## src/rtl/spi_arb_pkg.sv

```systemverilog
// Shared types and helpers for the SPI bus arbiter: FSM state encoding,
// SPI mode bundle and small elaboration-time arithmetic.
package spi_arb_pkg;

    typedef enum logic [2:0] {
        IDLE,
        SETUP,
        LOAD,
        XFER,
        HOLD,
        GAP
    } state_t;

    typedef struct packed {
        logic cpol;
        logic cpha;
    } spi_mode_t;

    localparam int CS_SETUP_DEFAULT = 4;
    localparam int CS_HOLD_DEFAULT  = 4;

    // Width of the shared setup/hold counter; never narrower than one bit.
    function automatic int cnt_width(input int setup, input int hold);
        int m;
        m = (setup > hold) ? setup : hold;
        return (m < 1) ? 1 : $clog2(m + 1);
    endfunction

    function automatic int wrap_inc(input int idx, input int n);
        return (idx + 1 >= n) ? 0 : idx + 1;
    endfunction

endpackage

```

## src/rtl/spi_bus_arbiter_rr.sv

```systemverilog
// Round-robin requester select: combinational pick of the first request at or
// after the pointer, pointer advances past the owner when a burst completes.
module spi_rr_arbiter
    import spi_arb_pkg::*;
#(
    parameter int NUM_REQ = 2,
    localparam int IDX_W = $clog2(NUM_REQ)
) (
    input  logic               clk,
    input  logic               rst,
    input  logic [NUM_REQ-1:0] req,
    input  logic               done,
    input  logic [IDX_W-1:0]   owner,
    output logic               any,
    output logic [NUM_REQ-1:0] sel,
    output logic [IDX_W-1:0]   sel_idx
);

    logic [IDX_W-1:0] ptr;

    always_comb begin
        int idx;
        any     = 1'b0;
        sel     = '0;
        sel_idx = '0;
        idx     = int'(ptr);
        for (int k = 0; k < NUM_REQ; k++) begin
            if (!any && req[idx]) begin
                any      = 1'b1;
                sel[idx] = 1'b1;
                sel_idx  = IDX_W'(idx);
            end
            idx = wrap_inc(idx, NUM_REQ);
        end
    end

    always_ff @(posedge clk or negedge rst) begin
        if (!rst) begin
            ptr <= '0;
        end else if (done) begin
            ptr <= IDX_W'(wrap_inc(int'(owner), NUM_REQ));
        end
    end

endmodule

```

## src/rtl/spi_bus_arbiter.sv

```systemverilog
// Shares one SPI master between NUM_REQ requesters: grants a whole burst under
// one chip select, sequences byte start/done and enforces CS setup/hold time.
module spi_bus_arbiter
    import spi_arb_pkg::*;
#(
    parameter int NUM_REQ  = 2,
    parameter int CS_SETUP = CS_SETUP_DEFAULT,
    parameter int CS_HOLD  = CS_HOLD_DEFAULT
) (
    input  logic                 clk,
    input  logic                 rst,
    input  logic [NUM_REQ-1:0]   req,
    input  logic [NUM_REQ-1:0]   req_last,
    input  logic [8*NUM_REQ-1:0] req_tx_data,
    input  logic [NUM_REQ-1:0]   req_cpol,
    input  logic [NUM_REQ-1:0]   req_cpha,
    output logic [NUM_REQ-1:0]   gnt,
    output logic [NUM_REQ-1:0]   tx_ack,
    output logic [NUM_REQ-1:0]   rx_valid,
    output logic [7:0]           rx_data,
    output logic [NUM_REQ-1:0]   cs_n,
    output logic                 m_start,
    output logic [7:0]           m_tx_data,
    output logic                 m_cpol,
    output logic                 m_cpha,
    input  logic [7:0]           m_rx_data,
    input  logic                 m_done,
    input  logic                 m_ready
);

    localparam int IDX_W = $clog2(NUM_REQ);
    localparam int CNT_W = cnt_width(CS_SETUP, CS_HOLD);

    state_t           state;
    logic [CNT_W-1:0] cnt;
    logic [IDX_W-1:0] owner;
    logic             last;
    spi_mode_t        mode;

    logic               arb_any;
    logic [NUM_REQ-1:0] arb_sel;
    logic [IDX_W-1:0]   arb_idx;
    logic               hold_done;

    assign hold_done = (state == HOLD) && (int'(cnt) + 1 >= CS_HOLD);
    assign m_cpol    = mode.cpol;
    assign m_cpha    = mode.cpha;

    spi_rr_arbiter #(
        .NUM_REQ(NUM_REQ)
    ) u_rr (
        .clk    (clk),
        .rst    (rst),
        .req    (req),
        .done   (hold_done),
        .owner  (owner),
        .any    (arb_any),
        .sel    (arb_sel),
        .sel_idx(arb_idx)
    );

    // The mode is latched only at grant, so requester mode changes mid-burst
    // cannot disturb a transfer already in flight.
    always_ff @(posedge clk or negedge rst) begin
        if (!rst) begin
            state     <= IDLE;
            cnt       <= '0;
            owner     <= '0;
            last      <= 1'b0;
            mode      <= '0;
            gnt       <= '0;
            cs_n      <= '1;
            tx_ack    <= '0;
            rx_valid  <= '0;
            rx_data   <= '0;
            m_start   <= 1'b0;
            m_tx_data <= '0;
        end else begin
            tx_ack   <= '0;
            rx_valid <= '0;
            m_start  <= 1'b0;
            case (state)
                IDLE: begin
                    if (arb_any) begin
                        owner <= arb_idx;
                        gnt   <= arb_sel;
                        cs_n  <= ~arb_sel;
                        mode  <= '{cpol: req_cpol[arb_idx], cpha: req_cpha[arb_idx]};
                        cnt   <= '0;
                        state <= SETUP;
                    end
                end
                SETUP: begin
                    if (int'(cnt) + 1 >= CS_SETUP) begin
                        cnt   <= '0;
                        state <= LOAD;
                    end else begin
                        cnt <= cnt + 1'b1;
                    end
                end
                LOAD: begin
                    if (m_ready && req[owner]) begin
                        m_start       <= 1'b1;
                        tx_ack[owner] <= 1'b1;
                        m_tx_data     <= req_tx_data[int'(owner)*8 +: 8];
                        last          <= req_last[owner];
                        state         <= XFER;
                    end
                end
                XFER: begin
                    if (m_done) begin
                        rx_data         <= m_rx_data;
                        rx_valid[owner] <= 1'b1;
                        cnt             <= '0;
                        state           <= last ? HOLD : LOAD;
                    end
                end
                HOLD: begin
                    if (hold_done) begin
                        gnt   <= '0;
                        cs_n  <= '1;
                        cnt   <= '0;
                        state <= GAP;
                    end else begin
                        cnt <= cnt + 1'b1;
                    end
                end
                GAP: begin
                    state <= IDLE;
                end
                default: begin
                    state <= IDLE;
                end
            endcase
        end
    end

endmodule

```

## config.mk

```make
export PLATFORM = sky130hd
export DESIGN_NAME = spi_bus_arbiter
export DESIGN_NICKNAME = d
export VERILOG_FILES = /design/src/rtl/spi_arb_pkg.sv /design/src/rtl/spi_bus_arbiter_rr.sv /design/src/rtl/spi_bus_arbiter.sv
export SDC_FILE = /design/constraint.sdc
export NUM_CORES = 1
export LEC_CHECK = 0
export BUFFER_PORTS_ARGS = -buffer_cell sky130_fd_sc_hd__buf_2
export CORE_ASPECT_RATIO = 1.2
export CORE_MARGIN = 2
export CORE_UTILIZATION = 43
export DETAILED_ROUTE_END_ITERATION = 6
export GPL_ROUTABILITY_DRIVEN = 0
export PLACE_DENSITY = 0.79
export SETUP_SLACK_MARGIN = 0.3
export SLEW_MARGIN = 10
export SYNTH_ARGS = -nofsm -noshare
export SYNTH_HDL_FRONTEND = slang
export SYNTH_SLANG_ARGS = --single-unit
export TNS_END_PERCENT = 50
```

## constraint.sdc

```tcl
create_clock -name clk -period 1.4 [get_ports clk]
set_input_delay 0.14 -clock clk [delete_from_list [all_inputs] [get_ports clk]]
set_output_delay 0.14 -clock clk [all_outputs]
set_load 0.1 [all_outputs]
```

Word level (Yosys, flattened, before mapping). Index checks and enable logic that the tools add are counted.

Bits of input ports: 36. Word-level logic and storage cells: 107. Latch bits: 0. Output and inout bits: 27. Memory bits (read-only): 0. Register bits: 36. Memories kept: 0. Bits in writable memories: 0.

Equal/unequal tests: 9. Add/sub/neg operators: 4. Div/mod/pow operators: 0. Mux-type cells: 51. Bitwise logic cells: 2. $mul: 0. Reduce and logical (&&, ||, !) cells: 16. Magnitude comparators: 10. Shifts and indexed selects: 1.

Operators by type and width (count): 32-bit by 1-bit greater-or-equal comparator with 1-bit output, second input constant (1); 32-bit by 3-bit greater-or-equal comparator with 1-bit output, second input constant (1); 32-bit by 3-bit < comparator with 1-bit output, second input constant (1); 32-bit two-way mux (1); 3-bit two-way mux (10); 1-bit two-way mux (23); 2-bit two-way mux (10); 16-bit by 5-bit indexed part select with 8-bit output (1); 3-bit case mux with 5 select lines (1); 3-bit case mux with 4 select lines (1); 2-bit inequality test, second input constant (5); 2-bit case mux with 2 select lines (2); 3-bit by 2-bit equality test with 1-bit output, second input constant (2); 1-bit logical AND (6); 1-bit by 2-bit < comparator with 1-bit output, second input constant (3); 2-bit AND reduction (3); 3-bit AND reduction (2); 5-bit AND reduction (1); 1-bit by 1-bit adder with 2-bit output, second input constant (2); 3-bit by 1-bit adder with 4-bit output, second input constant (1); 4-bit by 3-bit greater-or-equal comparator with 1-bit output, second input constant (1); 4-bit nonzero test (1); 3-bit by 1-bit adder with 3-bit output, second input constant (1); 1-bit demux with 1-bit select (3); 9 further kinds (10).

Depth between registers and ports, before layout.
Word-level depth: 12. Mapped depth: 6. Depth with buffers taken out: 5.

Modules after synthesis. Synthesis repeated with hierarchy kept, for this count alone.

Cell total of the unflattened synthesis: 140. Area, all modules: 1670.4 µm².

Modules (own cells, without submodules): spi_bus_arbiter (cells an instance 133, seq. area each 878.3 µm², times used 1, area an instance 1602.8 µm²); spi_rr_arbiter (cells an instance 7, seq. area each 25.0 µm², times used 1, area an instance 67.6 µm²).

Worst setup path after synthesis. No wires, ideal clock.

Kind: register -> register. Start: register cnt[0]. End: register state[0]. Cell stages (with the launch flop): 6. Path slack: -122 ps. Buffers on the path: 0. Data arrival time: 1453 ps. Data required time: 1330 ps. Clock period less this slack: 1522 ps. Path through: dfrtp_1 -> ha_1 -> or2_2 -> o21a_1 -> or4_1 -> nand3b_1.

Word-level cells in the longest chain between the ends: 5.

Ends and longest elaborated chain: from (decl) (line spi_bus_arbiter.sv:35) `logic [CNT_W-1:0] cnt;`; from (signal assigned) (line spi_bus_arbiter.sv:98) `cnt <= cnt + 1'b1;`; from (signal assigned) (line spi_bus_arbiter.sv:125) `cnt <= cnt + 1'b1;`; 3-bit by 1-bit adder with 4-bit output (*) (line spi_bus_arbiter.sv:45, spi_bus_arbiter.sv:94); 4-bit by 3-bit greater-or-equal comparator with 1-bit output (*) (line spi_bus_arbiter.sv:45, spi_bus_arbiter.sv:94); 1-bit logical AND (line spi_bus_arbiter.sv:45) `assign hold_done = (state == HOLD) && (int'(cnt) + 1 >= CS_HOLD);`; 2-bit inequality test (no line); 5-bit AND reduction (no line) (*); to (signal assigned) (line spi_bus_arbiter.sv:115) `state <= last ? HOLD : LOAD;`; to (decl) (line spi_bus_arbiter.sv:34) `state_t state;`.

Every way passes the cells marked *; elsewhere a longest branch is shown, timed or not. A chain may end at the register's enable or synchronous reset.

Worst setup path after layout.
Start: register cnt[1]. End: register state[0].

The elaborated chain is that of the path after synthesis.

==> qor.log <==
INFO  run_status     outcome=finished with violations
INFO  run_status     violations=setup timing
INFO  synthesis      number_of_synthesized_flops_with_an_enable_pin=0
INFO  clocking       cts_made_buffers=5
INFO  critical_path  critical_path.reg2reg.startpoint=cnt[1]
INFO  clocking       clock_pin_slew_reported_for_the_worst_setup_and_hold_paths_after_clock_tree_synthesis=70ps
INFO  synthesis      synth_flop_cell=dfrtp_1
INFO  timing         final.hold.worst_slack=84.1ps
INFO  timing         final.setup.tns=-484ps
INFO  cells_and_area antenna-diode-count=0
INFO  synthesis      average_size_of_a_mapped_cell=11.3squm
INFO  critical_path  critical-path-slowest-cell=or4_4
INFO  timing         relSlewSlack=64.5%
INFO  synthesis      top_area_cells_in_the_synthesized_netlist=dfrtp_1 (54%), mux2i_1 (7.0%), mux2_2 (6.4%)
INFO  drt            detailedRoute.firstIterationViolations=50
INFO  timing         finalWorstSetupSlack=-146ps
INFO  synthesis      yosysWarnings=0
INFO  clocking       tritoncts=done
INFO  critical_path  critical_path.cell_chain=ha_2, or2_4, o21a_1, or4_4, nand3b_1
INFO  cells_and_area post_route_cells_drive_above_1_share=64.7%
INFO  grt            antenna_found_initial=0
INFO  drt            drt_pass1_iterations=4
INFO  timing         setup_repair_after_global_routing_missed_its_margin=true
INFO  critical_path  rr_endpoint=state[0]
INFO  drt            detail_route.wirelength=5010um
INFO  synthesis      syn_inst=139
INFO  timing         tightest_slew=527ps
INFO  drt            vias=1454
INFO  critical_path  timing.setup.critical_path_class=register to register
INFO  min_path       worst_hold_path.endpoint=rx_data[3]
INFO  synthesis      postSynthNetCount=176
INFO  clocking       cts_buffer_depth=2
INFO  timing         timing_max_transition_violations_final=0
INFO  drt            vias_per_cell=5.37
INFO  timing         min_period=1550ps
INFO  critical_path  cp.depth=5
INFO  critical_path  required_time_of_the_critical_path=1620ps
INFO  place          port_buffers=62
INFO  die            die_y=70.3um
INFO  cells_and_area final_cell_area=2730squm
INFO  timing         finalHoldViolations=0
INFO  critical_path  crit_buf_inv=0
INFO  clocking       clock_insertion_delay_at_the_later_pin_of_the_skew_report=290ps
INFO  cells_and_area nets=269
INFO  drt            drc=0
INFO  timing         max_freq=647MHz
INFO  drt            ant_nets=0
INFO  timing         final.setup_skew=5.34ps
INFO  drt            avgRoutedWirePerCell=18.5um
INFO  cells_and_area area_growth=73.1%
INFO  critical_path  end_kind=register
INFO  grt            grt_usage=24.3%
INFO  cells_and_area layout.area.seq=905squm
INFO  timing         setup_viol=16
INFO  min_path       worstHoldPathCells=2
INFO  die            core=3570squm
INFO  critical_path  length_in_cells_of_the_worst_reg_to_reg_path=5
INFO  die            design.portCount=63
INFO  flow_run       maxCapViolations=0
INFO  min_path       hp-start=m_rx_data[3]
INFO  place          detailed_place_hpwl=2570um
INFO  grt            grt_max_degree=37
INFO  clocking       cts.htree.levels=2
INFO  critical_path  critPathMaxStageDelay=420ps
INFO  synthesis      ys_ff_latch=36
INFO  critical_path  cpLargestDelayFamily=simple AND/OR/NAND/NOR gates
INFO  synthesis      synthesis.area=1580squm
INFO  die            fp.dieW=59.3um
INFO  cells_and_area final.fill_count=227
INFO  cells_and_area area_of_combinational_cells_with_multiple_inputs=890squm
INFO  critical_path  cp.arrival=1760ps
INFO  critical_path  reg2reg_slack=-150ps
INFO  grt            grt_first_pass_wirelength=7510um
INFO  critical_path  critPathLaunchType=register
INFO  die            starting_utilization_of_the_core_area=44.1%
INFO  die            design.die.area=4170squm
INFO  clocking       cts.root.buffer_cell=clkbuf_8
INFO  min_path       hold_path_class=input port to register
INFO  critical_path  critical_path_peak_fanout=3
INFO  timing         period_share=110%
INFO  die            number_of_rows_in_the_core_area=24
INFO  grt            grt_pass1_vias=1534
INFO  clocking       cts_sinks=36
INFO  synthesis      post-synth-top-area-fraction=54.0%
INFO  grt            gr-total-overflow=0
INFO  place          placement.setup.worst_slack=-60.3ps
INFO  synthesis      yosysSeqAreaShare=57.3%
INFO  synthesis      synthArstFlopShare=100%
INFO  synthesis      synth_cell_types=32
INFO  synthesis      post-synth-top-area-cell=dfrtp_1
INFO  place          dpl-instance-area=2060squm
==> worst max path at each step <==
stage | startpoint | endpoint | slack (ps)
floorplan | cnt[0] | state[0] | -30
global placement | cnt[1] | state[0] | -30
detailed placement | cnt[1] | state[0] | -60
CTS | cnt[1] | state[0] | -60
global route | cnt[1] | state[0] | -180
finish | cnt[1] | state[0] | -150
==> synth_stat cells, drive strengths merged (2+ instances only) <==
| master | number |
|---|---|
| o21a | 4 |
| nand3b | 2 |
| mux2 | 9 |
| o21ai | 15 |
| inv | 5 |
| mux2i | 11 |
| buf | 6 |
| nor2 | 8 |
| a21oi | 4 |
| dfstp | 2 |
| o211ai | 2 |
| dfrtp | 34 |
| and2 | 2 |
| nand2 | 16 |
| nand3 | 3 |
| nor3 | 2 |
==> metal layers <==
metal  wire length (um)  share of wire [%]  GRT usage [%]
met5                  0                  0              0
met4                 68                1.4           8.84
met3                210                4.2           4.81
met2               2730                 55           40.0
met1               2000                 40           30.9
==> metrics by stage <==
step	utilization [%]	std cells
after global placement	57.7	246
after floorplan	-	139
after CTS	72.3	269
after global routing	76.3	271
after detailed placement	57.7	246
final	76.3	271
==> cell type report <==
| class | count | share of cell area, % |
|---|---|---|
| multi-input combinational | 93 | 32.6 |
| inverter | 5 | 0.688 |
| timing repair buffer | 91 | 28.9 |
| clock buffer | 6 | 2.66 |
| sequential | 36 | 33.2 |
| clock inverter | 1 | 0.184 |
| tap | 39 | 1.79 |
==> logic make-up after synthesis <==
family	share of synthesized area (%)
compound gates	11.1
xor+xnor	0.556
fa+ha+maj	0.794
buf+inv	3.49
flops	57.3
mux	13.4
simple gates	13.3
==> flip-flops by register name, indices dropped and copies added (netlist names), 2 cells and up <==
signal / cells
cs_n: 2
tx_ack: 2
cnt: 3
rx_data: 8
m_tx_data: 8
gnt: 2
state: 3
rx_valid: 2
==> cell usage in the layout, fill, tap and decap left out, types with 2 or more instances in the layout <==
cell / count
buf_2: 35
dfrtp_1: 33
buf_4: 27
buf_6: 19
o21ai_2: 12
mux2i_1: 11
mux2_4: 9
nand2_4: 9
nand2_1: 6
clkbuf_8: 5
buf_12: 5
inv_1: 4
o21a_1: 4
nor2_1: 3
nor2_4: 3
a21oi_2: 3
nand3_4: 2
nor2_2: 2
and2_1: 2
o21ai_1: 2
o211ai_1: 2
nand3_1: 2
nand3b_1: 2
buf_16: 2
buf_8: 2
dfstp_2: 2
==> repair_timing <==
action	4_1_cts	5_1_grt
pin swaps	27	10
endpoints found under the hold margin	34	0
endpoints found under the setup margin	60	50
hold buffers	1	0
buffers inserted	11	2
resized for setup	87	31
cloned	4	0
Power is not shown: default switching activity piles up to over one toggle a cycle in this logic, so the estimate is an artifact.
